File: src/rtl/gray_rx.sv
// Receiver for a 3-bit Gray-coded counter: decodes samples, checks that
// each step is a hold or a single forward step, and counts wraps.
module gray_rx (
  input  logic       Clk,
  input  logic       Reset,
  input  logic       In_Valid,
  input  logic [2:0] Gray_In,
  input  logic       Clear,
  output logic [2:0] Bin_Out,
  output logic       Out_Valid,
  output logic       Wrap,
  output logic [3:0] Wrap_Cnt,
  output logic       Step_Err,
  output logic       Locked
);

  typedef enum logic [1:0] {
    UNLOCKED = 2'd0,
    LOCKED   = 2'd1,
    ERROR    = 2'd2
  } state_t;

  state_t     r_state     = UNLOCKED;
  logic [2:0] r_prev      = 3'b000;
  logic [2:0] r_bin       = 3'b000;
  logic       r_out_valid = 1'b0;
  logic       r_wrap      = 1'b0;
  logic [3:0] r_wrap_cnt  = 4'd0;
  logic       r_step_err  = 1'b0;

  function automatic logic [2:0] g2b(input logic [2:0] g);
    return {g[2], g[2] ^ g[1], g[2] ^ g[1] ^ g[0]};
  endfunction

  logic [2:0] w_bin_in;
  logic [2:0] w_bin_prev;
  logic [2:0] w_bin_next;
  logic       w_hold;
  logic       w_succ;
  logic       w_wrap;

  assign w_bin_in   = g2b(Gray_In);
  assign w_bin_prev = g2b(r_prev);
  assign w_bin_next = w_bin_prev + 3'd1;
  assign w_hold     = (Gray_In == r_prev);
  assign w_succ     = (w_bin_in == w_bin_next);
  // Legal forward step from the last code (100) back to the first (000)
  assign w_wrap     = w_succ && (r_prev == 3'b100);

  always_ff @(posedge Clk) begin
    if (Reset) begin
      r_state     <= UNLOCKED;
      r_prev      <= 3'b000;
      r_bin       <= 3'b000;
      r_out_valid <= 1'b0;
      r_wrap      <= 1'b0;
      r_wrap_cnt  <= 4'd0;
      r_step_err  <= 1'b0;
    end else begin
      r_out_valid <= 1'b0;
      r_wrap      <= 1'b0;
      if (Clear) begin
        r_step_err <= 1'b0;
        r_state    <= UNLOCKED;
      end else if (In_Valid) begin
        r_out_valid <= 1'b1;
        r_bin       <= w_bin_in;
        unique case (r_state)
          UNLOCKED: begin
            r_prev  <= Gray_In;
            r_state <= LOCKED;
          end
          LOCKED: begin
            if (w_hold) begin
              r_prev <= r_prev;
            end else if (w_succ) begin
              r_prev <= Gray_In;
              if (w_wrap) begin
                r_wrap <= 1'b1;
                if (r_wrap_cnt != 4'd15)
                  r_wrap_cnt <= r_wrap_cnt + 4'd1;
              end
            end else begin
              r_step_err <= 1'b1;
              r_state    <= ERROR;
            end
          end
          ERROR: begin
            r_step_err <= 1'b1;
          end
          default: begin
            r_state <= UNLOCKED;
          end
        endcase
      end
    end
  end

  assign Bin_Out   = r_bin;
  assign Out_Valid = r_out_valid;
  assign Wrap      = r_wrap;
  assign Wrap_Cnt  = r_wrap_cnt;
  assign Step_Err  = r_step_err;
  assign Locked    = (r_state == LOCKED);

endmodule

File: config.mk
export PLATFORM = sky130hd
export DESIGN_NAME = gray_rx
export DESIGN_NICKNAME = d
export VERILOG_FILES = /design/src/rtl/gray_rx.sv
export SDC_FILE = /design/constraint.sdc
export NUM_CORES = 1
export LEC_CHECK = 0
export ABC_AREA = 0
export CAP_MARGIN = 10
export CORE_MARGIN = 8
export CORE_UTILIZATION = 40
export CTS_CLUSTER_DIAMETER = 60
export DETAILED_ROUTE_END_ITERATION = 8
export GPL_TIMING_DRIVEN = 0
export PLACE_DENSITY_LB_ADDON = 0.08
export SYNTH_ARGS = -nofsm -noshare
export SYNTH_HDL_FRONTEND = slang
export SYNTH_SLANG_ARGS = --single-unit
File: constraint.sdc
create_clock -name Clk -period 3.79 [get_ports Clk]
set_input_delay 0.379 -clock Clk [delete_from_list [all_inputs] [get_ports Clk]]
set_output_delay 0.379 -clock Clk [all_outputs]
set_load 0.1 [all_outputs]
==> qor.csv <==
metric;value;unit
status;complete, no violations;
Combinational Power Share;0.259;
Initial Utilization;0.419;
CP max stage delay;1150;ps
Leak;0.394;nW
Max VDD drop;0.196;mV
Yosys reg bits;15;
clock buffer depth;2;
vias in the first global route;778;
grt met3 use;0.0406;
Final setup violation count;0;
cells after synthesis;111;
placed instance area;0.00111;mm²
setup bufs post-CTS;0;
most frequent cells in the layout;clkdlybuf4s50_1 (17), dfxtp_1 (15), nor2_1 (11), nand3_1 (10), o21ai_0 (7);
CTS H-tree lvls;1;
total negative slack;0;ps
Clock Tree Root;clkbuf_4;
routability cong.;0.831;
post-synth top area share;0.331;
Resize count post-CTS;0;
met2 Usage GRT;0.166;
global route total overflow;0;
pin count of the biggest net entering global routing;11;
RSZ-0062 raised after global routing;no;
path type of the worst min-delay path;reg2reg;
total power draw;0.350;mW
switching power;0.114;mW
max-cap viol count;0;
TritonCTS clock tree;done;
number of synthesized flops with an enable pin;0;
min cycle time layout;2440;ps
final hold vios;0;
Core Util, Final;0.525;
CTS Sinks;15;
Core Box Area;0.00217;mm²
Mapped Area;908;µm²
wire length of the first global-routing pass;3440;µm
global routing's busiest layer;met2;
Post-CTS Hold Fix Bufs;0;
# IOs;18;
Power Internal;0.236;mW
Non-Filler Instances;160;
ranking of synthesized cells by area;dfxtp_1 (33%), mux2i_1 (6.6%), nand3_1 (5.5%), nor2_1 (4.5%), o21ai_0 (3.9%);
most common library cell in the layout ignoring fill and taps;clkdlybuf4s50_1;
cell area after layout;0.00114;mm²
Num CTS Buffers;3;
Final HPWL DP;1530;µm
final slew viol count;0;
Die H;63.7;µm
Detailed Routing Iterations Pass 1;4;
pwr dens;307;mW/mm²
WL/cell;12.3;µm
Final period util;0.643;
Critical Path Fanout Max;5;
Synth Net Count;119;
Worst-Skew Late Latency;280;ps
GRT Resource Usage Total;0.103;
DRT iter0 DRCs;28;
sw frac;0.325;
die width;63.7;µm
clock power share;0.266;
die area;0.00405;mm²
DRC errors left;0;
critical path type;reg2out;
clock slew at reported path FFs;100;ps
worst-margin pin slew;967;ps
row count;17;
Worst slew margin;0.354;
Synth cell types;38;
Syn-to-layout area delta;25.5;%
Setup crit start kind;flip-flop;
crit-path cells;and2b_1 -> clkdlybuf4s50_1;
met1 Resource Use GR;0.114;
CP required;3410;ps
Seq pwr share;0.475;
critical path arrival;2060;ps
Worst setup EP type;primary output;
antenna violations before repair;0;
Sequential Area;300;µm²
f_max;410;MHz
Port-buffer cells;17;
FFs w/ async S/R, synth;0;
vias per cell;5.51;
post-synth top area cell;dfxtp_1;
Inst Count DP;156;
synth warn;0;
register area share after synthesis;0.331;
total number of vias;882;
Mean Syn Cell Area;8.18;µm²
Slowest-stage cell, CP;clkdlybuf4s50_1;
final WL;1970;µm
share of cells above drive strength 1;0.121;
FILL cells;229;
Final ANT Viol Nets;0;
Worst Skew;8.29;ps
Top FF cell, synth;dfxtp_1;
Antenna diodes;0;
multi-input logic area;544;µm²
post-layout net count;141;
## path summary, 6_finish.rpt
kind | start | end | slack [ps] | cells after the start
max | r_state[1] | Locked | 1350 | 2
min reg2reg | Step_Err | Step_Err | 490 | 2
max reg2reg | r_prev[2] | Wrap_Cnt[3] | 1800 | 5
min | Step_Err | Step_Err | 490 | 2
## synth_stat cells (all sizes together), types with 2 or more instances
cell and n:
nor3b 2, or4 2, or3 3, o21ai 7
nor2 12, o31ai 2, dfxtp 15, mux2i 6
nand2 4, buf 6, a2bb2oi 2, a21oi 6
xnor2 3, o41ai 2, nor3 2, nor2b 3
inv 4, a31oi 3, nand3 10, clkbuf 3
## through the flow
stage	setup WS [ps]	hold WS [ps]
2_1_floorplan	1320	477
3_3_place_gp	1360	457
3_5_place_dp	1330	472
4_1_cts	1340	497
5_1_grt	1270	513
6_report	1350	487
## flip-flops by register name (all words and copies together) (netlist names)
name,flops
Wrap_Cnt,4
Bin_Out,3
r_prev,3
r_state,2
Out_Valid,1
Step_Err,1
Wrap,1
## per-layer routing
metal | up-vias | wire length (µm)
li1 | 452 | -
met1 | 407 | 961
met2 | 21 | 887
met3 | 2 | 104
met4 | 0 | 14
met5 | - | 0
## logic make-up after synthesis
family | count (synthesis) | share of synthesized area
compound gates | 28 | 0.212
fa+ha+maj | 1 | 0.0138
xor+xnor | 3 | 0.0289
flops | 15 | 0.331
buf+inv | 13 | 0.0702
mux | 6 | 0.0661
simple gates | 45 | 0.278
## worst max-delay path: cells and delay by family, from the launching register on
family / cells / cell delay (ps)
flops: 1 / 360
buf+inv: 1 / 1150
simple gates: 1 / 260
## power groups by stage
stage / logic (mW) / clock network, mW / registers (mW)
floorplan: 0.0486 / 0 / 0.188
global placement: 0.0902 / 0 / 0.170
detailed placement: 0.0906 / 0 / 0.170
CTS: 0.0909 / 0.0965 / 0.166
global route: 0.0982 / 0.107 / 0.167
finish: 0.0907 / 0.0928 / 0.166
## final cells by class
class                           count  area share
Buffer                              9      0.0428
Tap cell                           28      0.0307
Clock buffer                        4      0.0231
Inverter                            4      0.0132
Timing Repair Buffer               17       0.149
Multi-Input combinational cell     83       0.477
Sequential cell                    15       0.263
(Power assumes the default switching activity.)
